<file path="src/rtl/gray_pkg.sv">
// Shared Gray-code constants and width-agnostic conversion helpers.
// Helpers operate on a fixed 32-bit container; bits above `w` are masked off.
package gray_pkg;

   localparam int unsigned GRAY_W_DEFAULT = 4;
   localparam int unsigned GRAY_W_MAX     = 32;

   function automatic logic [GRAY_W_MAX-1:0] width_mask(input int unsigned w);
      if (w >= GRAY_W_MAX) return '1;
      return (32'(1) << w) - 32'(1);
   endfunction

   function automatic logic [GRAY_W_MAX-1:0] bin2gray(input logic [GRAY_W_MAX-1:0] b,
                                                       input int unsigned w);
      logic [GRAY_W_MAX-1:0] bm;
      bm = b & width_mask(w);
      return bm ^ (bm >> 1);
   endfunction

   function automatic logic [GRAY_W_MAX-1:0] gray2bin(input logic [GRAY_W_MAX-1:0] g,
                                                       input int unsigned w);
      logic [GRAY_W_MAX-1:0] gm;
      logic [GRAY_W_MAX-1:0] b;
      logic                  acc;
      gm  = g & width_mask(w);
      b   = '0;
      acc = 1'b0;
      for (int i = GRAY_W_MAX - 1; i >= 0; i--) begin
         acc  = acc ^ gm[i];
         b[i] = acc;
      end
      return b;
   endfunction

endpackage

</file>
<file path="src/rtl/gray_to_bin.sv">
// Combinational WIDTH-bit reflected-Gray to binary converter (prefix XOR from the MSB).
module gray_to_bin
   import gray_pkg::*;
#(
   parameter int unsigned WIDTH = GRAY_W_DEFAULT
) (
   input  logic [WIDTH-1:0] gray_i,
   output logic [WIDTH-1:0] bin_o_c
);

   always_comb begin : conv
      logic acc;
      acc     = 1'b0;
      bin_o_c = '0;
      for (int i = int'(WIDTH) - 1; i >= 0; i--) begin
         acc        = acc ^ gray_i[i];
         bin_o_c[i] = acc;
      end
   end

endmodule

</file>
<file path="src/rtl/gray_counter.sv">
// Free-running up/down Gray-code counter with registered binary mirror and wrap pulse.
module gray_counter
   import gray_pkg::*;
#(
   parameter int unsigned WIDTH = GRAY_W_DEFAULT
) (
   input  logic             clk,
   input  logic             rst_n,
   input  logic             en,
   input  logic             up_dn,
   output logic [WIDTH-1:0] gray_out,
   output logic [WIDTH-1:0] bin_out,
   output logic             wrap
);

   localparam logic [WIDTH-1:0] BIN_MAX  = '1;
   localparam logic [WIDTH-1:0] BIN_ZERO = '0;
   localparam logic [WIDTH-1:0] BIN_ONE  = WIDTH'(1);

   logic             sync_q;
   logic [WIDTH-1:0] gray_q, gray_d;
   logic [WIDTH-1:0] bin_q, bin_d;
   logic             wrap_q, wrap_d;
   logic [WIDTH-1:0] bin_cur_c, bin_nxt_c;
   logic             step_c;

   // Reset release: this flop is the first stage, the state registers act as the second,
   // so the first advance lands on the second rising edge after rst_n rises.
   always_ff @(posedge clk or negedge rst_n) begin
      if (!rst_n) sync_q <= 1'b0;
      else        sync_q <= 1'b1;
   end

   gray_to_bin #(.WIDTH(WIDTH)) u_g2b (
      .gray_i  (gray_q),
      .bin_o_c (bin_cur_c)
   );

   // Next state: decode, +/-1 modulo 2^WIDTH, re-encode; wrap flags the boundary step.
   always_comb begin
      gray_d    = gray_q;
      bin_d     = bin_q;
      wrap_d    = 1'b0;
      step_c    = sync_q & en;
      bin_nxt_c = up_dn ? (bin_cur_c + BIN_ONE) : (bin_cur_c - BIN_ONE);
      if (step_c) begin
         gray_d = WIDTH'(bin2gray(32'(bin_nxt_c), WIDTH));
         bin_d  = bin_nxt_c;
         wrap_d = up_dn ? (bin_cur_c == BIN_MAX) : (bin_cur_c == BIN_ZERO);
      end
   end

   always_ff @(posedge clk or negedge rst_n) begin
      if (!rst_n) begin
         gray_q <= '0;
         bin_q  <= '0;
         wrap_q <= 1'b0;
      end else begin
         gray_q <= gray_d;
         bin_q  <= bin_d;
         wrap_q <= wrap_d;
      end
   end

   assign gray_out = gray_q;
   assign bin_out  = bin_q;
   assign wrap     = wrap_q;

endmodule

</file>
<file path="config.mk">
export PLATFORM = sky130hd
export DESIGN_NAME = gray_counter
export DESIGN_NICKNAME = d
export VERILOG_FILES = /design/src/rtl/gray_pkg.sv /design/src/rtl/gray_to_bin.sv /design/src/rtl/gray_counter.sv
export SDC_FILE = /design/constraint.sdc
export NUM_CORES = 1
export LEC_CHECK = 0
export ABC_AREA = 0
export ABC_CLOCK_PERIOD_IN_PS = 4400
export BUFFER_PORTS_ARGS = -buffer_cell sky130_fd_sc_hd__buf_2
export CAP_MARGIN = 20
export CORE_AREA = 2 2 39 41
export CTS_CLUSTER_SIZE = 8
export DETAILED_ROUTE_END_ITERATION = 7
export DIE_AREA = 0 0 41 43
export PLACE_DENSITY = 0.69
export SLEW_MARGIN = 30
export SYNTH_ARGS = -nofsm -noshare
export SYNTH_HDL_FRONTEND = slang
export SYNTH_SLANG_ARGS = --single-unit
</file>
<file path="constraint.sdc">
create_clock -name clk -period 4.4 [get_ports clk]
set_input_delay 0.44 -clock clk [delete_from_list [all_inputs] [get_ports clk]]
set_output_delay 0.44 -clock clk [all_outputs]
set_load 0.03 [all_outputs]
</file>
==> flow_metrics.env, run 1 <==
export IMPL_status="finished clean"
export IMPL_endpoint_kind="register"
export IMPL_route_detailed_drc=0
export IMPL_ctsResizeCount=0
export IMPL_num_rows=14
export IMPL_fin_setup_tns_ns=0
export IMPL_cts_num_sinks=9
export IMPL_antenna_found_initial=0
export IMPL_grtUsageTotal=0.156
export IMPL_cts_buffers=3
export IMPL_drv_cap=0
export IMPL_yosys_top_cells_area="dfrtp_1 (39%), ha_1 (13%), xor2_1 (6.1%)"
export IMPL_fmax_ghz=0.367
export IMPL_cts_setup_buffers=0
export IMPL_fin_skew_ns=0.00109
export IMPL_place_hpwl_um=773
export IMPL_viasPerCell=5.11
export IMPL_vias=429
export IMPL_drt_first_pass_iters=4
export IMPL_yosysSeqAreaShare=0.394
export IMPL_final_hold_viol_count=0
export IMPL_cts_hold_fix_buffers=0
export IMPL_yosysWarningCount=0
export IMPL_htreeDepth=1
export IMPL_layout_drive_gt1_share=0.279
export IMPL_grt_pass1_wl_mm=1.77
export IMPL_die_width_um=41
export IMPL_nNetsFinal=79
export IMPL_num_io_pins=13
export IMPL_clkTransAtPathRegs_ns=0.06
export IMPL_cp_cell_sequence="inv_1 -> ha_1 -> xor2_1 -> ha_1 -> and2b_1 -> a221oi_2 -> xnor2_2 -> xnor3_1 -> mux2_2"
export IMPL_wl_per_cell_um=12.0
export IMPL_min_path_type="primary input to asynchronous set/reset pin"
export IMPL_setup_viol=0
export IMPL_worstPathRequired_ns=4.55
export IMPL_critPathMaxFanout=4
export IMPL_setup_worst_path_start="bin_out[3]"
export IMPL_synth_edf_count=0
export IMPL_gr_total_overflow=0
export IMPL_synth_top_cell_by_area="dfrtp_1"
export IMPL_die_y_um=43
export IMPL_ant_nets=0
export IMPL_port_buffers=12
export IMPL_regToRegStartpoint="bin_out[3]"
export IMPL_cts_buffer_depth=2
export IMPL_worstSkewPairLatency_ns=0.26
export IMPL_max_stage_delay_ns=0.40
export IMPL_tritoncts="done"
export IMPL_synth_commonest_cells="dfrtp_1 (9), ha_1 (6), inv_1 (5), nand2_1 (5)"
export IMPL_worstSetupStartpointType="register"
export IMPL_cp_common_cell="ha_1"
export IMPL_finalCritPeriodShare=0.619
export IMPL_cts_root_buf="clkbuf_4"
export IMPL_core_area_um2=1380
export IMPL_start_util=0.413
export IMPL_finalWirelength_mm=1.01
export IMPL_synth_seq_cells=9
export IMPL_crit_arrival_ns=2.87
export IMPL_drt_initial_drc_count=7
export IMPL_cp_slowest_cell="dfrtp_1"
export IMPL_synth_ff_type="dfrtp_1"
export IMPL_path_class="register to register"
export IMPL_synth_avg_cell_area_um2=10.2
export IMPL_grt_max_degree=12
export IMPL_syn_area_um2=572
export IMPL_synth_top_area_share=0.394
export IMPL_grt_pass1_vias=428
export IMPL_synthDistinctLibCells=22
export IMPL_async_reset_ff_frac=1.00
export IMPL_rsz0062_at_grt="no"
export IMPL_drv_slew=0
export IMPL_syn_num_nets=66
export IMPL_synth_cells=56
export IMPL_dieArea_um2=1760
export IMPL_synth_most_common_cell="dfrtp_1"
export IMPL_area_delta_synth_final_pct=15.1
export IMPL_diodes=0
export IMPL_gp_congestion=0.746
export IMPL_period_needed_ns=2.72
-- layout by cell type, fill, tap and decap left out, types with 2 or more instances in the layout --
master,synthesis,final
buf_2,1,12
dfrtp_1,9,9
ha_1,6,6
inv_1,5,5
nand2_1,5,5
xor2_1,4,4
o21ai_1,4,4
nand3_1,3,3
a21oi_1,3,3
clkbuf_4,0,3
mux2_2,2,2
nor2_1,2,2
-- flip-flops by register name, indices dropped and copies added (netlist names) --
name,flops
bin_out,4
gray_out,3
sync_q,1
wrap,1
-- stage by stage --
| step | hold WS [ns] | area, um^2 | worst slack, ns | util | std cells |
|---|---|---|---|---|---|
| finish | 0.0210 | 658 | 1.68 | 0.476 | 84 |
| global route | 0.0200 | 658 | 1.53 | 0.476 | 84 |
| CTS | 0.0178 | 658 | 1.66 | 0.476 | 84 |
| detailed placement | 0.310 | 632 | 1.67 | 0.457 | 80 |
| global placement | 0.307 | 632 | 1.74 | 0.457 | 80 |
| floorplan | 0.144 | 572 | 1.59 | - | 56 |
-- worst paths after layout --
check                         endpoint  slack, ns  cells after the start
max                        gray_out[2]       1.68                      9
max in group asynchronous   bin_out[0]       4.20                      1
min in group clk            bin_out[2]       0.49                      2
max reg2reg                gray_out[2]       1.68                      9
min                               wrap       0.02                      1
min reg2reg                 bin_out[2]       0.49                      2
-- worst max-delay path: cells and delay by family, from the launching register on --
| kind | cells | cell delay [ns] |
|---|---|---|
| AO/OA/AOI/OAI | 1 | 0.30 |
| XOR/XNOR | 3 | 0.71 |
| adder cells (fa/ha/maj) | 2 | 0.61 |
| buffers and inverters | 1 | 0.13 |
| flip-flops | 1 | 0.40 |
| multiplexers | 1 | 0.26 |
| AND/OR/NAND/NOR | 1 | 0.19 |
-- metal layers --
metal	GRT usage	vias up	wire length [um]
li1	-	210	-
met1	0.183	203	426
met2	0.225	12	499
met3	0.0314	4	43
met4	0.140	0	37
met5	0	-	0
-- final cells by class --
class / instances / area, um^2
tap: 16 / 20.0
sequential: 9 / 225
fill: 137 / 726
timing repair buffer: 12 / 60.1
inverter: 5 / 18.8
multi-input combinational: 38 / 308
clock buffer: 4 / 26.3
-- logic make-up (layout without fill, tap and decap cells) --
logic type,count (synthesis),count (layout),share of synthesized area
simple gates,11,11,0.0853
flops,9,9,0.394
compound gates,10,10,0.114
mux,3,3,0.0569
xor+xnor,7,7,0.144
other cells,1,1,0.00656
buf+inv,9,21,0.0678
fa+ha+maj,6,6,0.131
Power of run 1 is not shown: default switching activity piles up to over one toggle a cycle in this logic, so the estimate is an artifact.
==> inputs of run 2 (changes only) <==
Settings changed: ABC_CLOCK_PERIOD_IN_PS 4400 to 2800.
Clock period 4.4 ns to 2.8 ns, I/O delays scaled along.
==> run 2 against run 1 <==
Compared with the run above:
- worst hold slack gained 0.34 ns
- clock-buffer cell count stayed put
- final area increased by 3.2%
- utilization is 1.5 points higher
- fmax up 1.7%
- sequential share of layout area fell by 0.89 points
- flip-flop and latch count did not move
- global-route usage fell by 0.91 points
- via count is the same
- setup slack got worse by 1.6 ns
- non-clock buffer count rose by 1
- critical path type unchanged
- largest cell class unchanged
==> flow_metrics.env, run 2 (synthesized netlist as in run 1, its figures left out) <==
export IMPL_final_cells=85
export IMPL_crit_buf_inv=1
export IMPL_critPathMaxFanout=4
export IMPL_worstPathRequired_ns=2.95
export IMPL_diodes=0
export IMPL_path_class="register to register"
export IMPL_layout_common_cells="buf_2 (12), dfrtp_1 (8), nand2_1 (5), ha_1 (5)"
export IMPL_cts_root_buf="clkbuf_4"
export IMPL_cts_buffers=3
export IMPL_final_hold_viol_count=0
export IMPL_fin_skew_ns=0.00115
export IMPL_largest_register_ffs=4
export IMPL_endpoint_kind="register"
export IMPL_gp_congestion=0.738
export IMPL_layout_commonest_cell="buf_2"
export IMPL_cts_num_sinks=9
export IMPL_critPathTopFamily="XOR/XNOR gates"
export IMPL_start_util=0.413
export IMPL_num_io_pins=13
export IMPL_worstSkewPairLatency_ns=0.26
export IMPL_min_path_type="primary input to register"
export IMPL_drv_cap=0
export IMPL_drv_slew=0
export IMPL_wl_per_cell_um=12.3
export IMPL_fmax_ghz=0.374
export IMPL_die_width_um=41
export IMPL_gr_total_overflow=0
export IMPL_finalCritPeriodShare=0.956
export IMPL_crit_arrival_ns=2.83
export IMPL_period_needed_ns=2.68
export IMPL_die_y_um=43
export IMPL_viasPerCell=5.05
export IMPL_finalWirelength_mm=1.05
export IMPL_worstSetupStartpointType="register"
export IMPL_max_stage_delay_ns=0.43
export IMPL_port_buffers=12
export IMPL_drt_initial_drc_count=8
export IMPL_ant_nets=0
export IMPL_vias=429
export IMPL_dp_cells=80
export IMPL_setup_viol=0
export IMPL_grt_pass1_wl_mm=1.75
export IMPL_cp_slowest_cell="dfrtp_2"
export IMPL_tritoncts="done"
export IMPL_grt_pass1_vias=417
export IMPL_drt_first_pass_iters=4
export IMPL_place_hpwl_um=748
export IMPL_num_rows=14
export IMPL_route_detailed_drc=0
export IMPL_grt_max_degree=12
export IMPL_whs_ns=0.358
export IMPL_layout_drive_gt1_share=0.333
export IMPL_core_area_um2=1380
export IMPL_nNetsFinal=80
export IMPL_status="finished clean"
export IMPL_cts_buffer_depth=2
export IMPL_dieArea_um2=1760
export IMPL_clkTransAtPathRegs_ns=0.06
export IMPL_area_delta_synth_final_pct=18.8
export IMPL_cp_cell_sequence="inv_2 -> ha_2 -> xor2_2 -> ha_1 -> and2b_1 -> a221oi_2 -> xnor2_2 -> xnor3_1 -> mux2_2"
export IMPL_htreeDepth=1
export IMPL_antenna_found_initial=0
export IMPL_grtUsageTotal=0.147
==> run 2: cell count changes in the layout (fill, tap and decap cells not counted), sizes merged <==
cell,change
dlygate4sd3,+1
==> run 2: worst paths after layout <==
check	depth (start not counted)	slack (ns)	from	to
setup / recovery	9	0.12	bin_out[3]	gray_out[2]
hold / removal	3	0.36	en	gray_out[1]
setup reg to reg	9	0.12	bin_out[3]	gray_out[2]
hold reg to reg	2	0.49	bin_out[2]	bin_out[2]
max in group asynchronous	2	2.21	rst_n	bin_out[3]
min in group asynchronous	2	0.39	rst_n	wrap
==> run 2: metal layers <==
| layer | track usage | part of all wire | vias to the layer above |
|---|---|---|---|
| met5 | 0 | 0 | - |
| met4 | 0.100 | 0.027 | 0 |
| met3 | 0.0157 | 0.041 | 5 |
| met2 | 0.219 | 0.48 | 11 |
| met1 | 0.190 | 0.45 | 203 |
| li1 | - | - | 210 |
==> run 2: tightest hold or removal path: stages <==
cell,delay (ns)
buf_2,0.11
a21oi_1,0.13
a221oi_1,0.06
==> run 2: metrics by stage <==
| step | worst slack [ns] | utilization | cell area (um^2) | setup TNS [ns] |
|---|---|---|---|---|
| after floorplan | 0.0293 | - | 573 | 0 |
| after global placement | 0.128 | 0.458 | 633 | 0 |
| after detailed placement | 0.0871 | 0.458 | 633 | 0 |
| after CTS | 0.0760 | 0.484 | 669 | 0 |
| after global routing | -0.00391 | 0.491 | 679 | -0.00391 |
| final | 0.124 | 0.491 | 679 | 0 |
==> run 2: repair_timing <==
item                                   CTS  global route
endpoints found under the hold margin    9             0
resized for setup                        0             3
buffers inserted                         0             0
setup endpoints to repair                0             1
hold buffers                             1             0
==> run 2: final cells by class <==
class	instances	area, um^2
repair buffers	13	70.1
flip-flops and latches	9	226
fillers	125	704
clock buffers	4	26.3
multi-input cells	38	318
well taps	16	20.0
inverters	5	18.8
Power of run 2 is left out for the same reason.
